File: config.mk
export PLATFORM = sky130hd
export DESIGN_NAME = image_scaler_engine
export DESIGN_NICKNAME = d
export VERILOG_FILES = /design/src/rtl/image_scaler_engine.sv
export SDC_FILE = /design/constraint.sdc
export NUM_CORES = 1
export LEC_CHECK = 0
export ABC_AREA = 1
export CAP_MARGIN = 20
export CELL_PAD_IN_SITES_DETAIL_PLACEMENT = 0
export CELL_PAD_IN_SITES_GLOBAL_PLACEMENT = 1
export CORE_ASPECT_RATIO = 0.9
export CORE_UTILIZATION = 27
export DETAILED_ROUTE_END_ITERATION = 16
export PLACE_DENSITY = 0.61
export SETUP_SLACK_MARGIN = 0.15
export SYNTH_ARGS = -nofsm -noshare
export SYNTH_HDL_FRONTEND = slang
export SYNTH_SLANG_ARGS = --single-unit
File: constraint.sdc
create_clock -name CLK -period 9.5 [get_ports CLK]
set_input_delay 1.9 -clock CLK [delete_from_list [all_inputs] [get_ports CLK]]
set_output_delay 1.9 -clock CLK [all_outputs]
set_load 0.03 [all_outputs]
File: src/rtl/image_scaler_engine.sv
// Streams a source image from a read-latency-configurable buffer into a scaled destination buffer.
// Supports NN/PR zoom-in and DC/BA zoom-out by K=2 or K=4. Has no backpressure: one read or write strobe at a time.
module image_scaler_engine #(
    parameter int DATA_W     = 8,
    parameter int ADDR_W     = 19,
    parameter int RD_LATENCY = 1
) (
    input  logic              CLK,
    input  logic              RESET,
    input  logic              start,
    input  logic [1:0]        ALGORITHM,
    input  logic              SCALE_SEL,
    input  logic [10:0]       SRC_WIDTH,
    input  logic [9:0]        SRC_HEIGHT,
    input  logic [DATA_W-1:0] PIXEL_IN,
    output logic [ADDR_W-1:0] R_ADDR,
    output logic              rd_en,
    output logic [ADDR_W-1:0] W_ADDR,
    output logic [DATA_W-1:0] PIXEL_OUT,
    output logic              wren_out,
    output logic              busy,
    output logic              done
);
    localparam int ACC_W = DATA_W + 4;
    localparam logic [1:0] ALG_NN = 2'd0, ALG_PR = 2'd1, ALG_DC = 2'd2, ALG_BA = 2'd3;

    typedef enum logic [2:0] {S_IDLE, S_READ, S_WAIT, S_WRITE, S_NEXT, S_DONE} state_t;

    state_t            state_q, state_d;
    logic [1:0]        alg_q, alg_d;
    logic              scale_q, scale_d;
    logic [10:0]       srcw_q, srcw_d;
    logic [9:0]        srch_q, srch_d;
    logic [12:0]       ux_q, ux_d;
    logic [11:0]       uy_q, uy_d;
    logic [1:0]        bi_q, bi_d, bj_q, bj_d;
    logic [2:0]        wcnt_q, wcnt_d;
    logic [DATA_W-1:0] pix_q, pix_d;
    logic [ACC_W-1:0]  acc_q, acc_d;
    logic [ADDR_W-1:0] r_addr_q, r_addr_d, w_addr_q, w_addr_d;
    logic [DATA_W-1:0] pix_out_q, pix_out_d;
    logic              rd_en_q, rd_en_d, wren_q, wren_d, busy_q, busy_d, done_q, done_d;

    logic [1:0]  sh, kmax;
    logic [12:0] dw, uw;
    logic [11:0] dh, uh;
    logic        blk_last;
    logic [31:0] sx, sy, dxw, dyw;

    always_comb begin
        state_d = state_q;  alg_d = alg_q;  scale_d = scale_q;
        srcw_d = srcw_q;    srch_d = srch_q;
        ux_d = ux_q;  uy_d = uy_q;  bi_d = bi_q;  bj_d = bj_q;
        wcnt_d = wcnt_q;  pix_d = pix_q;  acc_d = acc_q;
        rd_en_d = 1'b0;  wren_d = 1'b0;  done_d = 1'b0;
        r_addr_d = '0;  w_addr_d = '0;  pix_out_d = '0;
        sx = '0;  sy = '0;  dxw = '0;  dyw = '0;

        if (state_q == S_IDLE && start) begin
            alg_d = ALGORITHM;  scale_d = SCALE_SEL;
            srcw_d = SRC_WIDTH; srch_d = SRC_HEIGHT;
        end

        // Geometry is derived from the job configuration (fresh inputs on the accepting cycle)
        sh       = scale_d ? 2'd2 : 2'd1;
        kmax     = scale_d ? 2'd3 : 2'd1;
        dw       = alg_d[1] ? ({2'b00, srcw_d} >> sh) : ({2'b00, srcw_d} << sh);
        dh       = alg_d[1] ? ({2'b00, srch_d} >> sh) : ({2'b00, srch_d} << sh);
        uw       = (alg_d == ALG_PR) ? {2'b00, srcw_d} : dw;
        uh       = (alg_d == ALG_PR) ? {2'b00, srch_d} : dh;
        blk_last = (bi_q == kmax) && (bj_q == kmax);

        case (state_q)
            S_IDLE: begin
                if (start) begin
                    if (dw == 13'd0 || dh == 12'd0) begin
                        state_d = S_DONE;
                        done_d  = 1'b1;
                    end else begin
                        state_d = S_READ;
                        rd_en_d = 1'b1;
                    end
                end
            end
            S_READ: begin
                state_d = S_WAIT;
                wcnt_d  = 3'd0;
            end
            S_WAIT: begin
                if (wcnt_q == 3'(RD_LATENCY - 1)) begin
                    pix_d = PIXEL_IN;
                    if (alg_q == ALG_BA) acc_d = acc_q + ACC_W'(PIXEL_IN);
                    if (alg_q == ALG_BA && !blk_last) begin
                        if (bi_q == kmax) begin
                            bi_d = 2'd0;
                            bj_d = bj_q + 2'd1;
                        end else begin
                            bi_d = bi_q + 2'd1;
                        end
                        state_d = S_READ;
                        rd_en_d = 1'b1;
                    end else begin
                        bi_d    = 2'd0;
                        bj_d    = 2'd0;
                        state_d = S_WRITE;
                        wren_d  = 1'b1;
                    end
                end else begin
                    wcnt_d = wcnt_q + 3'd1;
                end
            end
            S_WRITE: begin
                // Replication burst walks the KxK destination block, columns innermost
                if (alg_q == ALG_PR && !blk_last) begin
                    if (bi_q == kmax) begin
                        bi_d = 2'd0;
                        bj_d = bj_q + 2'd1;
                    end else begin
                        bi_d = bi_q + 2'd1;
                    end
                    wren_d = 1'b1;
                end else begin
                    bi_d    = 2'd0;
                    bj_d    = 2'd0;
                    state_d = S_NEXT;
                end
            end
            S_NEXT: begin
                acc_d = '0;
                if (ux_q == uw - 13'd1) begin
                    ux_d = 13'd0;
                    if (uy_q == uh - 12'd1) begin
                        uy_d    = 12'd0;
                        state_d = S_DONE;
                        done_d  = 1'b1;
                    end else begin
                        uy_d    = uy_q + 12'd1;
                        state_d = S_READ;
                        rd_en_d = 1'b1;
                    end
                end else begin
                    ux_d    = ux_q + 13'd1;
                    state_d = S_READ;
                    rd_en_d = 1'b1;
                end
            end
            S_DONE:  state_d = S_IDLE;
            default: state_d = S_IDLE;
        endcase

        // Addresses are computed from the next counter values so the strobes stay registered
        case (alg_d)
            ALG_NN: begin sx = 32'(ux_d) >> sh; sy = 32'(uy_d) >> sh; end
            ALG_PR: begin sx = 32'(ux_d);       sy = 32'(uy_d);       end
            ALG_DC: begin sx = 32'(ux_d) << sh; sy = 32'(uy_d) << sh; end
            default: begin
                sx = (32'(ux_d) << sh) + 32'(bi_d);
                sy = (32'(uy_d) << sh) + 32'(bj_d);
            end
        endcase
        if (alg_d == ALG_PR) begin
            dxw = (32'(ux_d) << sh) + 32'(bi_d);
            dyw = (32'(uy_d) << sh) + 32'(bj_d);
        end else begin
            dxw = 32'(ux_d);
            dyw = 32'(uy_d);
        end
        if (rd_en_d) r_addr_d = ADDR_W'(sy * 32'(srcw_d) + sx);
        if (wren_d) begin
            w_addr_d  = ADDR_W'(dyw * 32'(dw) + dxw);
            pix_out_d = (alg_d == ALG_BA) ? DATA_W'(acc_d >> {sh, 1'b0}) : pix_d;
        end
        busy_d = (state_d != S_IDLE);
    end

    always_ff @(posedge CLK or posedge RESET) begin
        if (RESET) begin
            state_q <= S_IDLE;  alg_q <= '0;  scale_q <= 1'b0;
            srcw_q <= '0;  srch_q <= '0;
            ux_q <= '0;  uy_q <= '0;  bi_q <= '0;  bj_q <= '0;
            wcnt_q <= '0;  pix_q <= '0;  acc_q <= '0;
            r_addr_q <= '0;  w_addr_q <= '0;  pix_out_q <= '0;
            rd_en_q <= 1'b0;  wren_q <= 1'b0;  busy_q <= 1'b0;  done_q <= 1'b0;
        end else begin
            state_q <= state_d;  alg_q <= alg_d;  scale_q <= scale_d;
            srcw_q <= srcw_d;  srch_q <= srch_d;
            ux_q <= ux_d;  uy_q <= uy_d;  bi_q <= bi_d;  bj_q <= bj_d;
            wcnt_q <= wcnt_d;  pix_q <= pix_d;  acc_q <= acc_d;
            r_addr_q <= r_addr_d;  w_addr_q <= w_addr_d;  pix_out_q <= pix_out_d;
            rd_en_q <= rd_en_d;  wren_q <= wren_d;  busy_q <= busy_d;  done_q <= done_d;
        end
    end

    assign R_ADDR    = r_addr_q;
    assign rd_en     = rd_en_q;
    assign W_ADDR    = w_addr_q;
    assign PIXEL_OUT = pix_out_q;
    assign wren_out  = wren_q;
    assign busy      = busy_q;
    assign done      = done_q;
endmodule

==> results of run 1 <==
[state kept, by name, indices dropped and copies added (netlist names), 3 cells and up]
name / flops
PIXEL_OUT: 8
pix_q: 8
wcnt_q: 3
srch_q: 10
ux_q: 13
uy_q: 12
R_ADDR: 19
srcw_q: 11
W_ADDR: 19
acc_q: 12
state_q: 3
[per-layer routing]
metal / GRT usage / part of all wire
met1: 0.287 / 0.47
met4: 0.0538 / 0.020
met2: 0.335 / 0.46
met3: 0.0345 / 0.049
met5: 0 / 0
[where the power goes]
part	leakage, nW	internal (mW)	switching (mW)
Combinational	13.9	0.0510	0.0624
Sequential	1.70	0.551	0.000372
Clock	0.310	0.442	0.322
Total	15.9	1.04	0.385
[stage by stage]
step / setup WS, ns / utilization / setup TNS, ns / hold slack [ns]
after detailed placement: -3.03 / 0.360 / -42.98 / 0.465
after CTS: -1.62 / 0.391 / -17.50 / 0.478
final: -1.77 / 0.405 / -21.24 / 0.477
after global placement: -3.00 / 0.360 / -41.84 / 0.453
after floorplan: -1.64 / - / -7.78 / 0.438
after global routing: -2.41 / 0.405 / -32.40 / 0.509
[cell families after synthesis]
family	count (synthesis)
buffers and inverters	683
flip-flops	129
XOR/XNOR	65
adder cells (fa/ha/maj)	351
multiplexers	1
AND/OR/NAND/NOR	1424
AO/OA/AOI/OAI	228
other	2
[repair_timing]
| item | in CTS | in global routing |
|---|---|---|
| resized for setup | 203 | 159 |
| pin swaps | 135 | 90 |
| gates cloned | 2 | 1 |
| setup buffers | 130 | 43 |
| hold buffers | 0 | 0 |
| endpoints found under the setup margin | 27 | 28 |
| hold endpoints to repair | 0 | 0 |
[cells in the mapped netlist, types with 13 or more instances]
cell	n
nand2_1	786
inv_1	589
nor2_1	259
fa_1	243
nand3_1	165
dfrtp_1	129
ha_1	108
o21ai_0	82
xor2_1	55
a21oi_1	53
nand2_2	48
clkbuf_1	34
nand4_1	33
nor3_1	31
nand3b_1	23
nand2_4	15
nand3_2	15
nor2_4	15
buf_4	14
o21ai_1	13
o21bai_1	13
[worst register-to-register path, delay by kind of cell (launching register included)]
kind                     cells  cell delay, ns
AND/OR/NAND/NOR             28            2.63
buffers and inverters       24            2.24
flip-flops                   1            0.41
AO/OA/AOI/OAI                7            0.85
adder cells (fa/ha/maj)      8            3.60
XOR/XNOR                     2            0.40
[path summary, 6_finish.rpt]
kind / from / end / slack, ns / cells after the start
setup / recovery: start / W_ADDR[17] / -1.77 / 71
hold / removal: pix_q[6] / pix_q[6] / 0.48 / 2
setup reg to reg: state_q[1] / W_ADDR[17] / -0.66 / 69
hold reg to reg: pix_q[6] / pix_q[6] / 0.48 / 2
max in group asynchronous: RESET / uy_q[3] / 6.15 / 3
min in group asynchronous: RESET / R_ADDR[5] / 1.86 / 2
[final cells by class]
| type | count | area (sq um) |
|---|---|---|
| fill | 7740 | 44600 |
| multi-input combinational | 2084 | 15800 |
| timing repair buffer | 841 | 7020 |
| sequential | 129 | 3230 |
| inverter | 611 | 2360 |
| tap | 970 | 1210 |
| clock buffer | 17 | 425 |
| clock inverter | 14 | 203 |
==> flow_summary.yaml, run 1 <==
cells_and_area:
  fin_nets: 4070
  final_common_cell: "nand2_1"
  syn2layout_area_growth_pct: 47.9
  finalNonFillerCells: 4666
  stdcell_area_sq_mm: 0.0303
  antenna_cells: 0
  drive_above_1_share: 0.320
  final_cell_mix: "nand2_1 (717), buf_4 (674), inv_1 (540), fa_1 (239), nor2_1 (222)"
timing:
  fmax_mhz: 88.7
  period_share: 1.19
  relSlewSlack: 0.329
  clock_skew_ns: 0.0180
  hold_viol_final: 0
  slew_viol_final: 0
  setup_viol: 19
  fin_ws_ns: -1.77
  period_needed_ns: 11.27
  worst_pin_slew_ns: 1.01
  rsz0062_at_grt: "true"
synthesis:
  synthFlopType: "dfrtp_1"
  synth_top_area_share: 0.238
  synth_top_family_by_area: "simple AND/OR/NAND/NOR gates"
  synth-edff-count: 0
  synth.area.mux_share: 0.000489
  synthXorXnorAreaFrac: 0.0289
  synth-simple-area-share: 0.309
  synthAdderAreaFrac: 0.304
  avgSynthCellArea_sq_um: 7.10
  synth_warnings: 0
  synth_area_leaders: "fa_1 (24%), dfrtp_1 (16%), nand2_1 (14%)"
  synth_cell_types: 62
  synth-compound-area-share: 0.0672
  async_flop_share: 1.00
  ys_ff_latch: 129
  synth_area_leader_cell: "fa_1"
  netlist_area_sq_mm: 0.0205
  ys_seq_area_frac: 0.158
  postSynthCellCount: 2883
placed_design:
  dp.cells: 4459
  hpwl_mm: 62.2
  port_buffers: 84
  finalWeightedCongestion: 0.883
  placed_area_sq_mm: 0.0269
job:
  max_cap_violations: 0
cts:
  cts_sinks: 129
  tritoncts: "yes"
  clock_latency_ns: 0.51
  path_clk_slew_ns: 0.07
  cts_made_buffers: 17
  cts_root_buf: "clkbuf_16"
  cts_buffer_depth: 2
  cts.htree.levels: 4
floorplan:
  io_pins: 85
  core_area_sq_mm: 0.0749
  die_h_um: 263
  die_w_um: 292
  dieArea_sq_mm: 0.0770
  fp-row-count: 95
  start_util: 0.274
worst_setup_path:
  path_max_fanout: 8
  end_kind: "flop"
  cp_common_cell: "buf_4"
  max_stage_delay_ns: 0.53
  critPathLaunchType: "input pin"
  path_delay_family: "adder cells"
  crit_buf_inv: 26
  critPathSlowestCell: "fa_1"
  critPathArrivalTime_ns: 11.70
  worstSetupPathType: "input pin to flop"
  required_ns: 9.93
grt:
  antenna_found_initial: 1
  grt_usage: 0.208
  grt_max_degree: 68
  grt_pass1_wl_mm: 122
  grt_pass1_vias: 21600
  overflow: 0
power:
  finalPower_mw: 1.43
  ir_worst_vdd_v: 0.000134
  leakagePower_nw: 15.9
  power_density_mw_per_mm2: 47.2
routing:
  wl_per_cell_um: 16.6
  vias: 21000
  dr.first_iter.drc_count: 1252
  viasPerCell: 4.49
  wl_mm: 77.3
  drcViolationCount: 0
  drt_pre_antenna_iters: 7
  ant_nets: 0
status:
  violations: "negative setup slack"
  outcome: "finished with violations"
worst_hold_path:
  hp-class: "flop to flop"
Power figures use the tool's default switching activity.
==> inputs of run 2 (changes only) <==
CELL_PAD_IN_SITES_DETAIL_PLACEMENT = 1   (was 0)
==> run 2 against run 1 <==
- core utilization is 0.66 points higher
- sequential cell count did not move
- sequential share of layout area shrank 0.17 points
- clock skew rose by 0.017 ns
- global-route usage grew 1.8 points
- combinational power is 4% higher
- the run still ends with negative setup slack left
- critical path depth is 21 higher
- register-to-register slack worse by 0.56 ns
- fmax fell by 4.6%
- worst setup slack got worse by 0.54 ns
- critical endpoint is now W_ADDR[18]
==> flow_summary.yaml, run 2 (synthesis results as in run 1) <==
status:
  outcome: "finished with violations"
  violations: "negative setup slack"
power:
  p_sw_mw: 0.382
  swShare: 0.268
  power_density_mw_per_mm2: 46.3
  pwr-share-comb: 0.082
  ir_worst_vdd_v: 0.0000975
  p_clk_frac: 0.532
  leakagePower_nw: 16.1
  p_seq_frac: 0.387
  p_int_mw: 1.04
worst_setup_path:
  critPathSlowestCell: "ha_4"
  critPathArrivalTime_ns: 12.21
  max_stage_delay_ns: 0.19
  cp_common_cell: "buf_4"
  ff2ff_setup_slack_ns: -1.22
  r2r_start: "state_q[1]"
  r2r_cells: 90
  path_max_fanout: 7
  required_ns: 9.90
  end_kind: "flop"
  worstSetupPathType: "input pin to flop"
  r2r-end: "W_ADDR[18]"
  critPathLaunchType: "input pin"
worst_hold_path:
  holdPathEnd: "acc_q[11]"
  hp-start: "acc_q[11]"
  hold_depth: 1
  hp-class: "flop to flop"
grt:
  grt_pass1_wl_mm: 134
  overflow: 0
  globalRouteMet2Util: 0.380
  grt_use_met3: 0.0313
  antenna_found_initial: 0
  grt_pass1_vias: 23500
  grt_usage: 0.226
  gr-usage-met1: 0.304
  grt_most_used_layer: "met2"
  grt_max_degree: 68
cts:
  clock_latency_ns: 0.50
  path_clk_slew_ns: 0.08
  cts_buffer_depth: 2
  cts.htree.levels: 4
  tritoncts: "yes"
  postCtsHoldBufs: 0
  cts_made_buffers: 17
  cts_root_buf: "clkbuf_16"
  cts_sinks: 129
timing:
  setup_viol: 22
  timing.hold.ws_ns: 0.475
  period_needed_ns: 11.81
  relSlewSlack: 0.326
  slew_viol_final: 0
  fmax_mhz: 84.7
  clock_skew_ns: 0.0348
  hold_viol_final: 0
  fin_ws_ns: -2.31
  period_share: 1.24
  tns_ns: -26.84
  worst_pin_slew_ns: 0.998
  rsz0062_at_grt: "true"
floorplan:
  start_util: 0.274
  die_w_um: 292
  die_h_um: 263
  io_pins: 85
  fp-row-count: 95
  core_area_sq_mm: 0.0749
  dieArea_sq_mm: 0.0770
cells_and_area:
  final_cell_mix: "nand2_1 (695), buf_4 (673), inv_1 (540), fa_1 (239), nor2_1 (226)"
  final_common_cell: "nand2_1"
  fin_nets: 4102
  syn2layout_area_growth_pct: 50.3
  stdcell_area_sq_mm: 0.0308
  finalNonFillerCells: 4698
  drive_above_1_share: 0.334
  antenna_cells: 0
routing:
  ant_nets: 0
  drcViolationCount: 0
  viasPerCell: 4.65
  vias: 21900
  wl_per_cell_um: 18.5
  drt_pre_antenna_iters: 5
  wl_mm: 87.0
  dr.first_iter.drc_count: 1217
job:
  max_cap_violations: 0
placed_design:
  hpwl_mm: 66.2
  placed_area_sq_mm: 0.0269
  port_buffers: 84
  finalWeightedCongestion: 0.883
  place_ws_ns: -3.09
  dp.cells: 4459
run 2: power groups by stage:
stage                     Clock [mW]  Combinational (mW)  Sequential [mW]
after floorplan                    0              0.0607            0.562
after global placement             0               0.109            0.562
after detailed placement           0               0.110            0.562
after CTS                      0.781               0.114            0.552
after global routing           0.794               0.133            0.552
final                          0.758               0.117            0.552
run 2: per-stage QoR:
step | power (mW) | util
global placement | 0.670 | 0.360
floorplan | 0.623 | -
finish | 1.43 | 0.411
detailed placement | 0.672 | 0.360
global route | 1.48 | 0.411
CTS | 1.45 | 0.393
run 2: area by class of cell:
cell class | count | area, sq um
fillers | 9176 | 44100
well taps | 970 | 1210
multi-input cells | 2084 | 16000
repair buffers | 873 | 7380
clock buffers | 17 | 425
flip-flops and latches | 129 | 3230
inverters | 611 | 2370
clock inverters | 14 | 205
run 2: what timing repair did:
item,4_1_cts,5_1_grt
buffers inserted,147,59
pin swaps,81,183
endpoints found under the setup margin,28,28
resized for setup,189,246
gates cloned,2,0
run 2: metal layers:
metal  routed length, um  part of all wire  vias up
met3                3170             0.036      104
met5                   0                 0        -
met4                1990             0.023        0
li1                    -                 -    10400
met2               42100              0.48      370
met1               39800              0.46    11000
run 2: how the worst max path moves through the flow:
| stage | to | slack, ns | cells past startpoint | from |
|---|---|---|---|---|
| after floorplan | W_ADDR[18] | -1.64 | 70 | start |
| after global placement | W_ADDR[18] | -3.00 | 71 | start |
| after detailed placement | W_ADDR[18] | -3.09 | 69 | start |
| after CTS | W_ADDR[18] | -1.74 | 68 | start |
| after global routing | W_ADDR[18] | -2.63 | 72 | start |
| final | W_ADDR[18] | -2.31 | 92 | start |
run 2: critical path, delay by kind of cell:
family / cells / cell delay (ns)
compound gates: 4 / 0.40
xor+xnor: 1 / 0.12
fa+ha+maj: 2 / 0.36
buf+inv: 56 / 6.71
simple gates: 29 / 2.61
